===== src/rtl/mult_div_unit_pkg.sv =====
// ============================================================================
// Module : mult_div_unit_pkg
// Brief  : Shared constants and state encoding for the multiply/divide unit.
// Rev    : 1.0  initial release
// ============================================================================
`default_nettype none

package mult_div_unit_pkg;

  localparam int DEFAULT_WIDTH = 32;
  localparam int DEFAULT_CNT_W = 5;

  typedef enum logic [1:0] {
    ST_IDLE = 2'd0,
    ST_MULT = 2'd1,
    ST_DIV  = 2'd2,
    ST_DONE = 2'd3
  } state_t;

endpackage

`default_nettype wire


===== src/rtl/mult_div_unit_sign_fix.sv =====
// ============================================================================
// Module : div_sign_fix
// Brief  : Applies operand signs to the unsigned quotient/remainder magnitudes.
// Rev    : 1.0  initial release
// ============================================================================
`default_nettype none

module div_sign_fix #(
  parameter int WIDTH = 32
) (
  input  logic             a_neg,
  input  logic             b_neg,
  input  logic [WIDTH-1:0] quo_mag,
  input  logic [WIDTH-1:0] rem_mag,
  output logic [WIDTH-1:0] quo,
  output logic [WIDTH-1:0] rem
);

  // Quotient truncates toward zero; remainder follows the dividend's sign.
  assign quo = (a_neg ^ b_neg) ? -quo_mag : quo_mag;
  assign rem = a_neg ? -rem_mag : rem_mag;

endmodule

`default_nettype wire


===== src/rtl/mult_div_unit.sv =====
// ============================================================================
// Module : mult_div_unit
// Brief  : Multi-cycle signed Booth multiplier / restoring divider producing HI/LO.
// Rev    : 1.0  initial release
// ============================================================================
`default_nettype none

module mult_div_unit
  import mult_div_unit_pkg::*;
#(
  parameter int WIDTH = DEFAULT_WIDTH,
  parameter int CNT_W = DEFAULT_CNT_W
) (
  input  logic             clk,
  input  logic             reset,
  input  logic             mult_start,
  input  logic             div_start,
  input  logic [WIDTH-1:0] data_a,
  input  logic [WIDTH-1:0] data_b,
  output logic             busy,
  output logic             done,
  output logic             div_zero,
  output logic [WIDTH-1:0] hi,
  output logic [WIDTH-1:0] lo
);

  localparam logic [CNT_W-1:0] c_last = CNT_W'(WIDTH - 1);

  state_t               r_state, w_next;
  logic [CNT_W-1:0]     r_cnt;
  logic                 r_fin, r_dz, r_a_neg, r_b_neg;
  // Accumulator {A, Q, q-1}; A carries one guard bit so -2^(W-1) multiplicands cannot overflow.
  logic [2*WIDTH+1:0]   r_acc, w_acc_next;
  logic [WIDTH:0]       r_mcand, w_a_sum;
  logic [WIDTH-1:0]     r_rem, r_quo, r_dvs;
  logic [WIDTH:0]       w_shift, w_diff;
  logic [WIDTH-1:0]     w_a_mag, w_b_mag, w_quo_fix, w_rem_fix;
  logic                 w_last;

  assign w_last   = (r_cnt == c_last);
  assign busy     = (r_state != ST_IDLE);
  assign done     = (r_state == ST_DONE);
  assign div_zero = done && r_dz;

  assign w_a_mag = data_a[WIDTH-1] ? -data_a : data_a;
  assign w_b_mag = data_b[WIDTH-1] ? -data_b : data_b;

  always_comb begin
    w_a_sum = r_acc[2*WIDTH+1:WIDTH+1];
    case (r_acc[1:0])
      2'b01:   w_a_sum = r_acc[2*WIDTH+1:WIDTH+1] + r_mcand;
      2'b10:   w_a_sum = r_acc[2*WIDTH+1:WIDTH+1] - r_mcand;
      default: w_a_sum = r_acc[2*WIDTH+1:WIDTH+1];
    endcase
    w_acc_next = {w_a_sum[WIDTH], w_a_sum, r_acc[WIDTH:1]};
  end

  assign w_shift = {r_rem, r_quo[WIDTH-1]};
  assign w_diff  = w_shift - {1'b0, r_dvs};

  div_sign_fix #(.WIDTH(WIDTH)) u_sign_fix (
    .a_neg   (r_a_neg),
    .b_neg   (r_b_neg),
    .quo_mag (r_quo),
    .rem_mag (r_rem),
    .quo     (w_quo_fix),
    .rem     (w_rem_fix)
  );

  always_ff @(posedge clk or negedge reset) begin
    if (!reset) r_state <= ST_IDLE;
    else        r_state <= w_next;
  end

  always_comb begin
    w_next = r_state;
    case (r_state)
      ST_IDLE: begin
        if (mult_start)     w_next = ST_MULT;
        else if (div_start) w_next = ST_DIV;
      end
      ST_MULT: if (r_fin)          w_next = ST_DONE;
      ST_DIV:  if (r_dz || r_fin)  w_next = ST_DONE;
      ST_DONE: w_next = ST_IDLE;
      default: w_next = ST_IDLE;
    endcase
  end

  // r_fin marks that all WIDTH steps are done; the following edge commits HI/LO.
  always_ff @(posedge clk or negedge reset) begin
    if (!reset) begin
      r_cnt   <= '0;
      r_fin   <= 1'b0;
      r_dz    <= 1'b0;
      r_a_neg <= 1'b0;
      r_b_neg <= 1'b0;
      r_acc   <= '0;
      r_mcand <= '0;
      r_rem   <= '0;
      r_quo   <= '0;
      r_dvs   <= '0;
      hi      <= '0;
      lo      <= '0;
    end else begin
      case (r_state)
        ST_IDLE: begin
          r_cnt <= '0;
          r_fin <= 1'b0;
          if (mult_start) begin
            r_acc   <= {{(WIDTH+1){1'b0}}, data_b, 1'b0};
            r_mcand <= {data_a[WIDTH-1], data_a};
            r_dz    <= 1'b0;
          end else if (div_start) begin
            r_rem   <= '0;
            r_quo   <= w_a_mag;
            r_dvs   <= w_b_mag;
            r_a_neg <= data_a[WIDTH-1];
            r_b_neg <= data_b[WIDTH-1];
            r_dz    <= (data_b == '0);
          end
        end
        ST_MULT: begin
          if (!r_fin) begin
            r_acc <= w_acc_next;
            r_cnt <= w_last ? '0 : r_cnt + 1'b1;
            r_fin <= w_last;
          end else begin
            {hi, lo} <= r_acc[2*WIDTH:1];
            r_fin    <= 1'b0;
          end
        end
        ST_DIV: begin
          if (!r_dz) begin
            if (!r_fin) begin
              if (!w_diff[WIDTH]) begin
                r_rem <= w_diff[WIDTH-1:0];
                r_quo <= {r_quo[WIDTH-2:0], 1'b1};
              end else begin
                r_rem <= w_shift[WIDTH-1:0];
                r_quo <= {r_quo[WIDTH-2:0], 1'b0};
              end
              r_cnt <= w_last ? '0 : r_cnt + 1'b1;
              r_fin <= w_last;
            end else begin
              hi    <= w_rem_fix;
              lo    <= w_quo_fix;
              r_fin <= 1'b0;
            end
          end
        end
        default: begin
          r_cnt <= '0;
          r_fin <= 1'b0;
        end
      endcase
    end
  end

endmodule

`default_nettype wire


===== config.mk =====
export PLATFORM = sky130hd
export DESIGN_NAME = mult_div_unit
export DESIGN_NICKNAME = d
export VERILOG_FILES = /design/src/rtl/mult_div_unit_pkg.sv /design/src/rtl/mult_div_unit_sign_fix.sv /design/src/rtl/mult_div_unit.sv
export SDC_FILE = /design/constraint.sdc
export NUM_CORES = 1
export LEC_CHECK = 0
export ABC_CLOCK_PERIOD_IN_PS = 10900
export CORE_UTILIZATION = 45
export CTS_CLUSTER_SIZE = 10
export DETAILED_ROUTE_END_ITERATION = 10
export GPL_TIMING_DRIVEN = 0
export SLEW_MARGIN = 5
export SYNTH_ARGS = -nofsm -noshare
export SYNTH_HDL_FRONTEND = slang
export SYNTH_HIERARCHICAL = 1
export SYNTH_SLANG_ARGS = --single-unit

===== constraint.sdc =====
create_clock -name clk -period 10.9 [get_ports clk]
set_clock_uncertainty 0.15 [all_clocks]
set_input_delay 2.725 -clock clk [delete_from_list [all_inputs] [get_ports clk]]
set_output_delay 2.725 -clock clk [all_outputs]
set_load 0.03 [all_outputs]

==> flow_summary.rst <==
.. list-table::
   :header-rows: 1

   * - Metric
     - Value
   * - CP delay by family, top
     - simple AND/OR/NAND/NOR gates
   * - Placeable Area
     - 40190 um2
   * - Remaining Overflow, GRT
     - 0
   * - Final Critical Period
     - 5.672 ns
   * - DIE WIDTH
     - 205.0 um
   * - Max frequency
     - 176.3 MHz
   * - Area share of the leading cell type in the synthesized netlist
     - 0.3618
   * - Required arrival time at the worst endpoint
     - 11.17 ns
   * - Fill cell count
     - 3839
   * - Ports placed on the boundary
     - 135
   * - Number of antenna violations at the first check in global routing
     - 0
   * - Global-route wire length before repair
     - 93530 um
   * - Clock transition at the registers of the reported paths
     - 0.05 ns
   * - Critical setup path kind
     - input pin to flop
   * - Number of cells upsized or downsized after cts
     - 0
   * - Post-synth design cell area
     - 18540 um2
   * - Number of different library cells in the post-synthesis netlist
     - 71
   * - CTS tree
     - done
   * - Total iterations of the first detailed-routing run
     - 5
   * - Share of synthesized cell area in full adder, half adder and majority cells
     - 0.05346
   * - HPWL Detailed
     - 46290 um
   * - Net count of the finished layout
     - 2471
   * - Vias in the first global route
     - 16160
   * - Endpoint of the worst hold path
     - r_dvs[17]
   * - Commonest non-fill, non-tap cell in the layout
     - sky130_fd_sc_hd__nand2_1
   * - Slew HR
     - 0.2939
   * - Violation count after the first detailed-route iteration
     - 1167
   * - Post-synth EDFFs
     - 0
   * - Final antenna-violating net count
     - 0
   * - RR Startpoint
     - r_mcand[5]
   * - Max clock buf depth
     - 3
   * - Ant diodes
     - 0
   * - Share of the yosys chip area belonging to registers
     - 0.3618
   * - Number of hold violations in the final report
     - 0
   * - Setup ws final
     - 5.228 ns
   * - Worst-path maximum fanout
     - 4
   * - Final Max Tran Viols
     - 0
   * - CTS Root Buffer Type
     - sky130_fd_sc_hd__clkbuf_16
   * - GRT Overall Usage
     - 0.2882
   * - Slowest cell on the critical path
     - sky130_fd_sc_hd__clkdlybuf4s50_1
   * - Most used cells in the layout excluding fill and tap cells
     - 294 x sky130_fd_sc_hd__nand2_1, 286 x sky130_fd_sc_hd__o21ai_0, 268 x sky130_fd_sc_hd__dfrtp_1
   * - Most used cell along the critical path
     - sky130_fd_sc_hd__nand2b_1
   * - CP peak stage delay
     - 0.55 ns
   * - Count of mapped cells out of synthesis
     - 2154
   * - Die height
     - 205.0 um
   * - Tightest Hold Check Type
     - flop to flop
   * - Weighted congestion reported at the end of routability-driven placement
     - 0.9403
   * - Biggest area consumer among synthesized cells
     - sky130_fd_sc_hd__dfrtp_1
   * - DR vias
     - 16680
   * - Vias per inst
     - 5.824
   * - Critical Path, Cell by Cell
     - clkdlybuf4s50_1 > inv_1 > ha_1 > nor2b_1 > nand3_1 > or3_1 > or4_1 > nand2b_1 > o31a_1 > nand2b_1 > xnor2_1 > o21ai_0
   * - Clock latency of the later-clocked register in the worst-skew pair
     - 0.56 ns
   * - Largest net degree at the start of global routing
     - 102
   * - Startpoint Class
     - input pin
   * - Number of cell instances on the worst register-to-register path
     - 17
   * - Residual DRC
     - 0
   * - Startpoint of the tightest hold check path
     - r_dvs[17]
   * - Worst path depth
     - 12
   * - Proportion of synthesized area in mux cells
     - 0.09125
   * - Effective utilization at floorplan
     - 0.4613
   * - Share of the synthesized netlist area taken by xor and xnor gates
     - 0.09591
   * - Post-synthesis average cell area
     - 8.606 um2
   * - Async set or reset register ratio after synthesis
     - 1.000
   * - Clock sink count
     - 268
   * - Setup violators final
     - 0
   * - Synthesized Nets
     - 2300
   * - Run status
     - finished clean
   * - Count of buffers added by post-CTS timing repair for setup
     - 0
   * - Number of synthesized register bits
     - 268
   * - Number of buffer and inverter instances along the worst setup path
     - 2
   * - Aggregate routed wire length
     - 59500 um
   * - Number of buffers inserted during clock tree synthesis
     - 34
   * - Post-cts hold buffer count
     - 0
   * - Final cell count without fillers
     - 2864
   * - Fraction of the cycle the final worst path needs
     - 0.5204
   * - CP arrival
     - 5.94 ns
   * - Critical path capture point type
     - flop
   * - Count of buffers inserted at the top-level ports
     - 133
   * - Worst reg2reg endpoint
     - r_acc[62]
   * - Worst-margin pin slew
     - 1.050 ns
   * - R2r setup slk
     - 5.75 ns
   * - Post-Place Setup Slack
     - 4.697 ns
   * - Simple-gate area share of the yosys netlist
     - 0.1575
   * - Total number of yosys warnings
     - 6
   * - Placed cells
     - 2814
   * - H-tree depth
     - 2
   * - Dominant combinational cell family by area after synthesis
     - compound AO/OA/AOI/OAI gates
   * - Compound-cell area share of the yosys netlist
     - 0.2000
   * - Die ar.
     - 42010 um2
   * - Leading cell types by total area after synthesis
     - sky130_fd_sc_hd__dfrtp_1 36%, sky130_fd_sc_hd__o21ai_0 7.7%, sky130_fd_sc_hd__mux2i_1 7.2%
   * - Hold Crit Depth
     - 2
   * - Fraction of layout cells with a size suffix above 1
     - 0.04874
   * - Synth Flop Type
     - sky130_fd_sc_hd__dfrtp_1
   * - Count of standard-cell rows
     - 73
   * - Area Overhead vs Synth
     - 16.56%
   * - Post-detailed-route wirelength per cell
     - 20.77 um
   * - Util after Layout
     - 0.5376
   * - Max-cap check violation count
     - 0
   * - Unrepaired setup endpoints after global routing
     - no
-- cell type report --
cell class | instances | area, um2 | area share
Clock inverter | 4 | 63.81 | 0.002953
Inverter | 81 | 304.0 | 0.01407
Clock buffer | 46 | 957.2 | 0.04430
Tap cell | 525 | 656.9 | 0.03040
Sequential cell | 268 | 6706 | 0.3104
Buffer | 114 | 440.4 | 0.02038
Multi-Input combinational cell | 1691 | 11090 | 0.5131
Timing Repair Buffer | 135 | 1391 | 0.06439
-- cell usage after synthesis (5+ instances only) --
library cell	number
sky130_fd_sc_hd__a22oi_1	16
sky130_fd_sc_hd__nor2_1	123
sky130_fd_sc_hd__nand4_1	13
sky130_fd_sc_hd__o211ai_1	9
sky130_fd_sc_hd__inv_1	81
sky130_fd_sc_hd__a21oi_1	123
sky130_fd_sc_hd__xnor2_1	107
sky130_fd_sc_hd__nor3b_1	8
sky130_fd_sc_hd__o41ai_1	19
sky130_fd_sc_hd__o21ai_0	286
sky130_fd_sc_hd__a21o_1	36
sky130_fd_sc_hd__or4_1	15
sky130_fd_sc_hd__o21bai_1	8
sky130_fd_sc_hd__ha_1	76
sky130_fd_sc_hd__nand2_1	294
sky130_fd_sc_hd__o21a_1	9
sky130_fd_sc_hd__a31oi_1	17
sky130_fd_sc_hd__o31ai_1	31
sky130_fd_sc_hd__xor2_1	96
sky130_fd_sc_hd__a211oi_1	13
sky130_fd_sc_hd__or4_4	6
sky130_fd_sc_hd__or2_2	7
sky130_fd_sc_hd__dfrtp_1	268
sky130_fd_sc_hd__buf_1	14
sky130_fd_sc_hd__nand2b_1	21
sky130_fd_sc_hd__mux2i_1	133
sky130_fd_sc_hd__a41oi_1	5
sky130_fd_sc_hd__clkbuf_1	94
sky130_fd_sc_hd__a22o_1	6
sky130_fd_sc_hd__nor2b_1	11
sky130_fd_sc_hd__mux2_2	32
sky130_fd_sc_hd__and3_1	7
sky130_fd_sc_hd__or3_1	14
sky130_fd_sc_hd__nor3_1	38
sky130_fd_sc_hd__nand3_1	32
sky130_fd_sc_hd__nor4_1	19
-- state kept, by name (all words and copies together), names as in the netlist --
name	cells
r_mcand	32
r_cnt	5
r_a_neg	1
r_dvs	32
r_rem	32
hi	32
r_fin	1
r_b_neg	1
r_quo	32
lo	32
r_acc	65
r_dz	1
r_state	2
-- worst max-delay path by stage --
| stage | start | end | slack, ns |
|---|---|---|---|
| final | data_b[0] | r_dvs[26] | 5.23 |
| after global routing | data_b[0] | r_dvs[26] | 5.09 |
| after CTS | data_b[0] | r_dvs[26] | 5.27 |
| after detailed placement | data_b[0] | r_dvs[26] | 4.70 |
| after global placement | reset | r_rem[18] | -4.99 |
| after floorplan | data_a[12] | r_quo[28] | 5.64 |
-- cell families (layout without fill, tap and decap cells) --
group	count (synthesis)	count (layout)
buf+inv	195	380
flops	268	268
mux	165	165
simple gates	628	628
fa+ha+maj	78	78
xor+xnor	203	203
compound gates	617	617
-- tightest hold or removal path, cell delays in order (launching register included) --
cell and delay [ns]:
sky130_fd_sc_hd__dfrtp_1 0.34, sky130_fd_sc_hd__nand2_1 0.04, sky130_fd_sc_hd__o21ai_0 0.06
-- routing by layer --
layer | part of all wire | vias up | global-route usage
li1 | - | 7988 | -
met1 | 0.46 | 8162 | 0.4068
met2 | 0.46 | 455 | 0.4639
met3 | 0.050 | 76 | 0.03102
met4 | 0.022 | 0 | 0.08439
met5 | 0 | - | 0
-- metrics by stage --
step / hold WS (ns) / TNS, ns / instance area [um2]
after floorplan: 0.2985 / 0 / 18540
after detailed placement: 0.3209 / 0 / 20590
after global routing: 0.3498 / 0 / 21610
after CTS: 0.3328 / 0 / 21610
after global placement: 0.3109 / -1330.34 / 20530
final: 0.3223 / 0 / 21610
Power is not shown: default switching activity piles up to over one toggle a cycle in this logic, so the estimate is an artifact.
